--- src/rtl/hazard_forward_unit_pkg.sv ---
// +--------------------------------------------------------------------+
// | hazard_forward_unit_pkg: forward-select codes and tracked entry.   |
// | Rev 1.0                                                            |
// +--------------------------------------------------------------------+
`default_nettype none

package hazard_forward_unit_pkg;

  // Shared with the EX-stage operand selectors.
  localparam logic [1:0] FORWARD_NONE = 2'b00;
  localparam logic [1:0] FORWARD_WB   = 2'b01;
  localparam logic [1:0] FORWARD_MEM  = 2'b10;
  localparam logic [4:0] REG_0_ADDR   = 5'd0;

  typedef struct packed {
    logic       valid;
    logic       reg_write;
    logic       is_load;
    logic [4:0] dst;
    logic [4:0] rs;
    logic [4:0] rt;
    logic       uses_rs;
    logic       uses_rt;
  } entry_t;

  localparam entry_t ENTRY_EMPTY = '0;

  // The younger MEM result wins; a load in MEM has no data yet.
  function automatic logic [1:0] fwd_sel(input entry_t mem, input entry_t wb,
                                         input logic [4:0] src, input logic uses);
    logic [1:0] sel;
    sel = FORWARD_NONE;
    if (uses && (src != REG_0_ADDR)) begin
      if (mem.valid && mem.reg_write && !mem.is_load && (mem.dst == src))
        sel = FORWARD_MEM;
      else if (wb.valid && wb.reg_write && (wb.dst == src))
        sel = FORWARD_WB;
    end
    return sel;
  endfunction

endpackage

`default_nettype wire

--- src/rtl/hazard_forward_unit_track_entry.sv ---
// +--------------------------------------------------------------------+
// | hazard_track_entry: one pipeline-stage record with load/clear/hold.|
// | Rev 1.0                                                            |
// +--------------------------------------------------------------------+
`default_nettype none

module hazard_track_entry
  import hazard_forward_unit_pkg::*;
(
  input  logic   clk,
  input  logic   rst,
  input  logic   i_hold,
  input  logic   i_clear,
  input  logic   i_load,
  input  entry_t i_entry,
  output entry_t o_entry
);

  entry_t r_entry;

  always_ff @(posedge clk) begin
    if (rst)
      r_entry <= ENTRY_EMPTY;
    else if (i_hold)
      r_entry <= r_entry;
    else if (i_clear)
      r_entry <= ENTRY_EMPTY;
    else if (i_load)
      r_entry <= i_entry;
  end

  assign o_entry = r_entry;

endmodule

`default_nettype wire

--- src/rtl/hazard_forward_unit.sv ---
// +--------------------------------------------------------------------+
// | hazard_forward_unit: EX operand forwarding, load-use stall, flush. |
// | Rev 1.0                                                            |
// +--------------------------------------------------------------------+
`default_nettype none

module hazard_forward_unit
  import hazard_forward_unit_pkg::*;
(
  input  logic        clk,
  input  logic        rst,
  input  logic        id_valid,
  input  logic [4:0]  id_rs,
  input  logic [4:0]  id_rt,
  input  logic        id_uses_rs,
  input  logic        id_uses_rt,
  input  logic        id_reg_write,
  input  logic [4:0]  id_dst,
  input  logic        id_is_load,
  input  logic        ex_redirect,
  input  logic        hold,
  output logic [1:0]  forward_A,
  output logic [1:0]  forward_B,
  output logic        stall_if_id,
  output logic        bubble_id_ex,
  output logic        flush_if_id,
  output logic [31:0] stall_cycles,
  output logic [31:0] flush_cycles
);

  localparam logic [31:0] C_CNT_MAX = 32'hFFFF_FFFF;

  entry_t w_id_entry;
  entry_t w_ex;
  entry_t w_mem;
  entry_t w_wb;
  logic   w_load_use;
  logic   w_ls_stall;

  logic [31:0] r_stall_cycles;
  logic [31:0] r_flush_cycles;

  always_comb begin
    w_id_entry           = ENTRY_EMPTY;
    w_id_entry.valid     = id_valid;
    w_id_entry.reg_write = id_reg_write;
    w_id_entry.is_load   = id_is_load;
    w_id_entry.dst       = id_dst;
    w_id_entry.rs        = id_rs;
    w_id_entry.rt        = id_rt;
    w_id_entry.uses_rs   = id_uses_rs;
    w_id_entry.uses_rt   = id_uses_rt;
  end

  hazard_track_entry u_ex (
    .clk     (clk),
    .rst     (rst),
    .i_hold  (hold),
    .i_clear (bubble_id_ex),
    .i_load  (1'b1),
    .i_entry (w_id_entry),
    .o_entry (w_ex)
  );

  hazard_track_entry u_mem (
    .clk     (clk),
    .rst     (rst),
    .i_hold  (hold),
    .i_clear (1'b0),
    .i_load  (1'b1),
    .i_entry (w_ex),
    .o_entry (w_mem)
  );

  hazard_track_entry u_wb (
    .clk     (clk),
    .rst     (rst),
    .i_hold  (hold),
    .i_clear (1'b0),
    .i_load  (1'b1),
    .i_entry (w_mem),
    .o_entry (w_wb)
  );

  assign forward_A = fwd_sel(w_mem, w_wb, w_ex.rs, w_ex.uses_rs);
  assign forward_B = fwd_sel(w_mem, w_wb, w_ex.rt, w_ex.uses_rt);

  // Only a load still in EX hazards; once in MEM its data forwards from WB later.
  assign w_load_use = w_ex.valid && w_ex.is_load && w_ex.reg_write &&
                      (w_ex.dst != REG_0_ADDR) && id_valid &&
                      (((w_ex.dst == id_rs) && id_uses_rs) ||
                       ((w_ex.dst == id_rt) && id_uses_rt));

  assign w_ls_stall   = w_load_use && !ex_redirect;
  assign stall_if_id  = hold || w_ls_stall;
  assign bubble_id_ex = w_load_use || ex_redirect;
  assign flush_if_id  = ex_redirect;

  always_ff @(posedge clk) begin
    if (rst) begin
      r_stall_cycles <= '0;
      r_flush_cycles <= '0;
    end else if (!hold) begin
      if (w_ls_stall && (r_stall_cycles != C_CNT_MAX))
        r_stall_cycles <= r_stall_cycles + 32'd1;
      if (ex_redirect && (r_flush_cycles != C_CNT_MAX))
        r_flush_cycles <= r_flush_cycles + 32'd1;
    end
  end

  assign stall_cycles = r_stall_cycles;
  assign flush_cycles = r_flush_cycles;

endmodule

`default_nettype wire

--- config.mk ---
export PLATFORM = sky130hd
export DESIGN_NAME = hazard_forward_unit
export DESIGN_NICKNAME = d
export VERILOG_FILES = /design/src/rtl/hazard_forward_unit_pkg.sv /design/src/rtl/hazard_forward_unit_track_entry.sv /design/src/rtl/hazard_forward_unit.sv
export SDC_FILE = /design/constraint.sdc
export NUM_CORES = 1
export LEC_CHECK = 0
export BUFFER_PORTS_ARGS = -buffer_cell sky130_fd_sc_hd__buf_2
export CAP_MARGIN = 15
export CORE_ASPECT_RATIO = 0.5
export CORE_MARGIN = 3
export CORE_UTILIZATION = 60
export CTS_CLUSTER_DIAMETER = 80
export DETAILED_ROUTE_END_ITERATION = 6
export PLACE_DENSITY = 0.84
export SLEW_MARGIN = 5
export SYNTH_ARGS = -nofsm -noshare
export SYNTH_HDL_FRONTEND = slang
export SYNTH_HIERARCHICAL = 1
export SYNTH_SLANG_ARGS = --single-unit
export TNS_END_PERCENT = 1
--- constraint.sdc ---
create_clock -name clk -period 5.7 [get_ports clk]
set_clock_uncertainty 0.15 [all_clocks]
set_input_delay 0.285 -clock clk [delete_from_list [all_inputs] [get_ports clk]]
set_output_delay 0.285 -clock clk [all_outputs]
set_load 0.05 [all_outputs]
# Word level (Yosys, flattened, before mapping)
# Index checks and enable logic that the tools add are counted.
# word_totals
output_inout_bits	71
register_bits	99
word_cells	64
# op_classes
bitwise	1
add_sub_neg	2
n_reduce_logical	29
mux	7
n_eq_ne	8
# ops
cell	n
32-bit by 1-bit adder with 32-bit output (second input constant)	2
32-bit inequality test (second input constant)	2
5-bit == test	6
20-bit 2-to-1 mux	1
1-bit logical AND	19
5-bit nonzero test	3
2-bit 2-to-1 mux	4
2-bit AND reduction	2
1-bit logical OR	3
1-bit logical NOT	2
1-bit 2-to-1 mux	2
1-bit inverter	1

# Longest topological paths before layout
# Gate-level depths: netlist (run 1).
# depth
word_depth	8
depth_mapped	9
mapped_depth_nobuf	7

# Hierarchy
# The synthesis (run 1) kept the hierarchy.
# by_module_without_submodules
module	seq_area_each_um2	cells_per_inst	area_each_um2	instances
hazard_forward_unit	1281.2	440	3542.1	1
hazard_track_entry	400.4	90	844.6	3

# Least setup slack after synthesis (run 1)
# No wires, ideal clock.
# synth_timing
path_kind	register to register
startpoint	reg r_stall_cycles[20], in the netlist stall_cycles[20]
endpoint	reg r_stall_cycles[1], in the netlist stall_cycles[1]
stages_incl_launch_ff	9
path_buffers	2
period_less_slack_ps	2626
path_slack_ps	3074
required_ps	5422
arrival_time_ps	2349
path_cell_list	dfxtp_1 > nand4_1 > nor3_1 > nand3_1 > nand3_1 > buf_2 > buf_2 > mux2i_1 > nor2_1
# synth_between
elab_chain_cells	3
# synth_lines
element	line	rtl
start: declaration	hazard_forward_unit.sv:40	logic [31:0] r_stall_cycles;
start signal: assignment	hazard_forward_unit.sv:105	r_stall_cycles <= r_stall_cycles + 32'd1;
32-bit inequality test	hazard_forward_unit.sv:104	if (w_ls_stall && (r_stall_cycles != C_CNT_MAX))
1-bit logical AND	hazard_forward_unit.sv:104	
2-bit AND reduction (no source line)	n/a	
# Every way passes these cells.
# A chain may end at the register's enable or synchronous reset.

# Worst setup path in the final report (run 1)
# layout_timing
startpoint	reg u_ex.r_entry, in the netlist u_ex/o_entry[16]
endpoint	reg r_stall_cycles[14], in the netlist stall_cycles[14]
# layout_between
elab_chain_cells	7
word_cells_on_any_way	12
cone_classes	eq/ne (2); reduce/logical (10)
# layout_lines
element	line	rtl
start: declaration	hazard_forward_unit_track_entry.sv:19	entry_t r_entry;
start signal: assignment	hazard_forward_unit_track_entry.sv:25	r_entry <= r_entry;
start signal: assignment	hazard_forward_unit_track_entry.sv:29	r_entry <= i_entry;
5-bit == test (tied with other cells)	hazard_forward_unit.sv:91	(((w_ex.dst == id_rs) && id_uses_rs) ||
1-bit logical AND, on equally long branches	hazard_forward_unit.sv:91, hazard_forward_unit.sv:89, hazard_forward_unit.sv:92	
1-bit logical OR / 1-bit logical AND (equally long branches)	hazard_forward_unit.sv:91, hazard_forward_unit.sv:90	
1-bit logical AND (*)	hazard_forward_unit.sv:90	(w_ex.dst != REG_0_ADDR) && id_valid &&
1-bit logical AND (*)	hazard_forward_unit.sv:94	assign w_ls_stall = w_load_use && !ex_redirect;
1-bit logical AND (*)	hazard_forward_unit.sv:104	
2-bit AND reduction (no source line) (*)	n/a	
# Every way passes the cells marked *; elsewhere a longest branch is shown, timed or not.

==> key figures, run 1 <==
GRT
  – Largest net degree at the start of global routing: between 80 and 90
  – Initial antenna violation count: 0
  – GRT overflow: 0
  – Gr usage total: 0.260
  – Global-route wire length before repair: 20300 um
  – Vias in the first global route: between 4k and 5k

Route
  – Routed wire per std cell: between 15 and 20 um
  – Total wire length: approximately 12000 um
  – Vias per inst: between 5 and 6
  – Post-route DRC: 0
  – Vias: ~4.6k
  – Initial DRC count: between 200 and 300
  – DRT Pass-1 Iters: 5
  – Antenna viol nets, final: 0

Worst hold path
  – WHS Endpoint: u_ex/o_entry[12]
  – Worst hold path stage count: 3
  – Hold Crit Class: input port to flip-flop
  – Hold Startpoint: id_dst[0]

Clock tree
  – Root buf cell: clkbuf_16
  – Clk_lat worst skew: 0.35 ns
  – CTS tree: done
  – Post-cts resize count: 0
  – Clk buf depth: 2
  – CTS Buf Count: 9
  – Worst-path clk slew: ~0.07 ns
  – Post CTS Setup Buffer Count: 0
  – Post-CTS Hold Buffers: 0
  – Clock sink count: 99
  – Htree depth: 3

Placement
  – Post-DP HPWL: ~8600 um
  – Gp weighted congestion: about 0.86
  – Input/output buffers: 94
  – Placed cell areas: about 0.0055 mm2

STA
  – RSZ-0062 raised after global routing: no
  – Max-slew violations: 0
  – Period utilization: 0.550
  – Setup tns final: 0 ns
  – Hold Vio Cnt, Final: 0
  – Slew @ Worst Pin: 0.838 ns
  – Slew HR: 0.441
  – Max Fclk: roughly 320 MHz
  – Final setup violation count: 0
  – Min Tclk post-route: ~3.1 ns

Power and ir drop
  – Pleak: 2.22 nW
  – Max VDD drop: 0.150 mV
  – Cell Pwr Density: approximately 250 mW/mm2

Setup path
  – Critical path type: flip-flop to flip-flop
  – Critical Path RT: roughly 5.8 ns
  – CP delay by family, top: simple AND/OR/NAND/NOR gates
  – R2R Setup Slk: 2.56 ns
  – Critical path's largest stage delay: around 0.74 ns
  – Worst reg2reg startpoint: u_ex/o_entry[16]
  – Critical path endpoint category: flip-flop
  – Data arrival time of the worst path: ~3.2 ns
  – CP max FO: 22
  – Buf+Inv Stages, Crit Path: 0
  – Reg2reg end: stall_cycles[14]
  – CP Launch Type: flip-flop
  – Slowest-stage cell, CP: nand3_1
  – CP cell instances: xnor2_1 > nand4_1 > o22ai_1 > nand3_1 > nor4_1 > mux2_2
  – WP depth: 6
  – FF-to-FF path depth: 6

Yosys
  – Synthesized area per cell: about 8.4 um2
  – Cells after Synth: 610
  – Mapped cell area: 0.00511 mm2
  – Synthesis Warnings: 6

Finish
  – Commonest non-fill, non-tap cell in the layout: dfxtp_1
  – Highest-count cells in the layout ignoring fill and taps: dfxtp_1, buf_2, nor2_1
  – Nets: 709
  – Area delta synth->final: 14.9%
  – Layout cell share with drive strength beyond 1: 0.182
  – Diodes inserted: 0
  – Final Cell Area: just under 0.006 mm2

Floorplan
  – Die Y: around 71 um
  – FP Rows: 23
  – Horiz. Die Dim: roughly 140 um
  – Core footprint: ~0.0081 mm2
  – Initial Utilization: 0.627
  – Die ar.: around 0.0097 mm2
  – I/O pins: 95

Status
  – Outcome: finished, final reports clean

Run
  – Max-Cap Viols: 0
-- metrics by stage --
| step | setup slack, ns | total power (W) | utilization | instances | hold WS [ns] |
|---|---|---|---|---|---|
| after floorplan | 3.07 | 0.000779 | - | 618 | 0.293 |
| after global placement | 2.69 | 0.000795 | 0.681 | 784 | 0.320 |
| after detailed placement | 2.53 | 0.000796 | 0.681 | 784 | 0.331 |
| after CTS | 2.54 | 0.00146 | 0.721 | 800 | 0.0492 |
| after global routing | 2.23 | 0.00149 | 0.721 | 800 | 0.0523 |
| final | 2.56 | 0.00144 | 0.721 | 800 | 0.0599 |
-- layout make-up --
class | count | area (um2)
clock buffer | 9 | 225
multi-input combinational | 435 | 2780
fill | 660 | 2270
inverter | 43 | 161
sequential | 99 | 1980
clock inverter | 7 | 100
timing repair buffer | 95 | 480
tap | 112 | 140
-- report_power, final --
group	internal (W)	switching, W	total, W
Combinational	0.0000297	0.0000485	0.0000782
Clock	0.000387	0.000273	0.000660
Sequential	0.000696	0.00000693	0.000703
-- registers in the layout, summed over array words and instances (netlist names) --
name	flops
u_ex/o_entry	20
u_wb/o_entry	7
u_mem/o_entry	8
stall_cycles	32
flush_cycles	32
-- worst min-delay path: cells and delay by family --
kind	cells	cell delay (ns)
AOI/OAI and AO/OA	1	0.06
and+or+nand+nor	1	0.06
buffers and inverters	1	0.09
-- worst max path at each step --
stage | startpoint | end | slack (ns)
after floorplan | stall_cycles[20] | stall_cycles[1] | 3.07
after global placement | id_rt[4] | stall_cycles[14] | 2.69
after detailed placement | u_ex/o_entry[16] | stall_cycles[14] | 2.53
after CTS | u_ex/o_entry[16] | stall_cycles[14] | 2.54
after global routing | u_ex/o_entry[16] | stall_cycles[14] | 2.23
final | u_ex/o_entry[16] | stall_cycles[14] | 2.56
-- per-layer routing --
layer / share of wire / global-route usage / up-vias
met1: 0.47 / 0.351 / 2174
met4: 0.020 / 0.0816 / 0
met3: 0.054 / 0.0701 / 20
li1: - / - / 2287
met2: 0.45 / 0.408 / 117
met5: 0 / 0 / -
(Power assumes the default switching activity.)
==> inputs of run 2 (changes only) <==
ABC_AREA = 1   (was unset)
CORE_UTILIZATION = 53   (was 60)
PLACE_DENSITY = 0.77   (was 0.84)
clock period = 2.7 ns   (was 5.7 ns; I/O delays follow)
==> key figures, run 2 <==
Status
  – Outcome: finished, final reports clean

Setup path
  – Critical path type: flip-flop to flip-flop
  – CP Launch Type: flip-flop
  – Most Frequent Cell on Critical Path: nand2_1
  – Critical path endpoint category: flip-flop
  – Critical path's largest stage delay: 0.40 ns
  – Critical Path RT: 2.79 ns
  – Slowest-stage cell, CP: dfxtp_1
  – CP cell instances: ha_1 > inv_1 > nor2_2 > nand2_1 > nor2_2 > nand3_1 > nand2_2 > inv_2 > nand3_1 > nand2_1 > nand2_1 > nor2_1
  – Data arrival time of the worst path: 2.49 ns
  – CP max FO: 29

STA
  – Post-route setup slack: 0.305 ns
  – Min Tclk post-route: ~2.4 ns
  – Max Fclk: about 420 MHz
  – Hold Slack: about 0.012 ns
  – Period utilization: 0.887
  – Hold Vio Cnt, Final: 0
  – Final setup violation count: 0
  – Max-slew violations: 0
  – Slew HR: 0.486
  – Setup tns final: 0 ns
  – RSZ-0062 raised after global routing: no
  – Slew @ Worst Pin: between 0.7 and 0.8 ns

Finish
  – Diodes inserted: 0
  – Nets: roughly 1.1k
  – Highest-count cells in the layout ignoring fill and taps: nand2_1, nor2_1, dfxtp_1
  – Register area: ~0.0020 mm2
  – Area delta synth->final: 15.0%
  – # fillers: roughly 1.1k
  – Commonest non-fill, non-tap cell in the layout: nand2_1
  – Layout cell share with drive strength beyond 1: 0.138
  – Multi-input logic area: ~0.0036 mm2

Route
  – DRT Pass-1 Iters: 5
  – Antenna viol nets, final: 0
  – Routed wire per std cell: 12.7 um
  – Total wire length: ~16000 um
  – Initial DRC count: slightly below 400
  – Vias: 6347
  – Post-route DRC: 0
  – Vias per inst: between 5 and 6

Yosys
  – Synthesized area per cell: just over 6 um2
  – Synthesis Warnings: 6
  – Cells after Synth: ~1.0k
  – Mapped cell area: 0.00614 mm2

Clock tree
  – Clock sink count: 99
  – CTS tree: done
  – Post-CTS Hold Buffers: 8
  – Worst-path clk slew: 0.07 ns
  – CTS Buf Count: 9
  – Post CTS Setup Buffer Count: 0
  – Post-cts resize count: 0
  – Clk buf depth: 2
  – Root buf cell: clkbuf_16
  – Clk_lat worst skew: around 0.34 ns
  – Htree depth: 3

GRT
  – Gr usage total: 0.255
  – Vias in the first global route: 5779
  – Largest net degree at the start of global routing: 33
  – Initial antenna violation count: 0
  – Global-route wire length before repair: about 27000 um
  – GRT overflow: 0

Placement
  – Input/output buffers: 94
  – Place WS: 0.369 ns
  – Post-DP HPWL: between 10000 and 15000 um
  – Gp weighted congestion: slightly above 0.9

Floorplan
  – Horiz. Die Dim: roughly 160 um
  – Initial Utilization: 0.551
  – FP Rows: 27
  – Core footprint: ~0.011 mm2
  – Die ar.: between 0.01 and 0.015 mm2
  – I/O pins: 95
  – Die Y: a little over 80 um

Run
  – Max-Cap Viols: 0

Worst hold path
  – Hold Crit Class: input port to flip-flop

Power and ir drop
  – Cell Pwr Density: roughly 470 mW/mm2
  – Max VDD drop: a little under 0.3 mV
  – Total power: ~0.0033 W
  – Pleak: roughly 3.2 nW
-- run 2: path summary, 6_finish.rpt --
check,start,end,slack (ns),cells after the start
hold / removal,id_dst[1],u_ex/o_entry[13],0.01,5
hold reg to reg,u_wb/o_entry[18],u_wb/o_entry[18],0.34,2
setup reg to reg,flush_cycles[0],flush_cycles[24],0.31,12
setup / recovery,flush_cycles[0],flush_cycles[24],0.31,12
-- run 2: where the power goes --
part | leakage, nW | internal, W | switching (W)
clock | 0.159 | 0.000862 | 0.000561
combinational | 2.21 | 0.000118 | 0.000220
sequential | 0.805 | 0.00150 | 0.0000452
-- run 2: area by class of cell --
class,count,area share
clock buffer,12,0.0363
multi-input combinational,794,0.512
clock inverter,4,0.0103
sequential,99,0.281
timing repair buffer,105,0.0811
tap,145,0.0257
inverter,101,0.0537
-- run 2: critical path: cells and delay by family (launching register included) --
kind	cells	cell delay, ns
and+or+nand+nor	9	1.19
DFF	1	0.40
buffers and inverters	2	0.37
adders and majority gates	1	0.20
-- run 2: through the flow --
step | utilization | cell area [um2] | std cells
after floorplan | - | 6210 | 1030
after global placement | 0.597 | 6650 | 1236
after detailed placement | 0.597 | 6650 | 1236
after CTS | 0.634 | 7060 | 1260
after global routing | 0.634 | 7060 | 1260
final | 0.634 | 7060 | 1260
-- run 2: routing by layer --
layer / GRT usage / part of all wire / vias to the layer above
met5: 0 / 0 / -
met4: 0.0773 / 0.014 / 0
met3: 0.0521 / 0.059 / 23
met2: 0.456 / 0.48 / 183
met1: 0.315 / 0.45 / 2826
li1: - / - / 3315
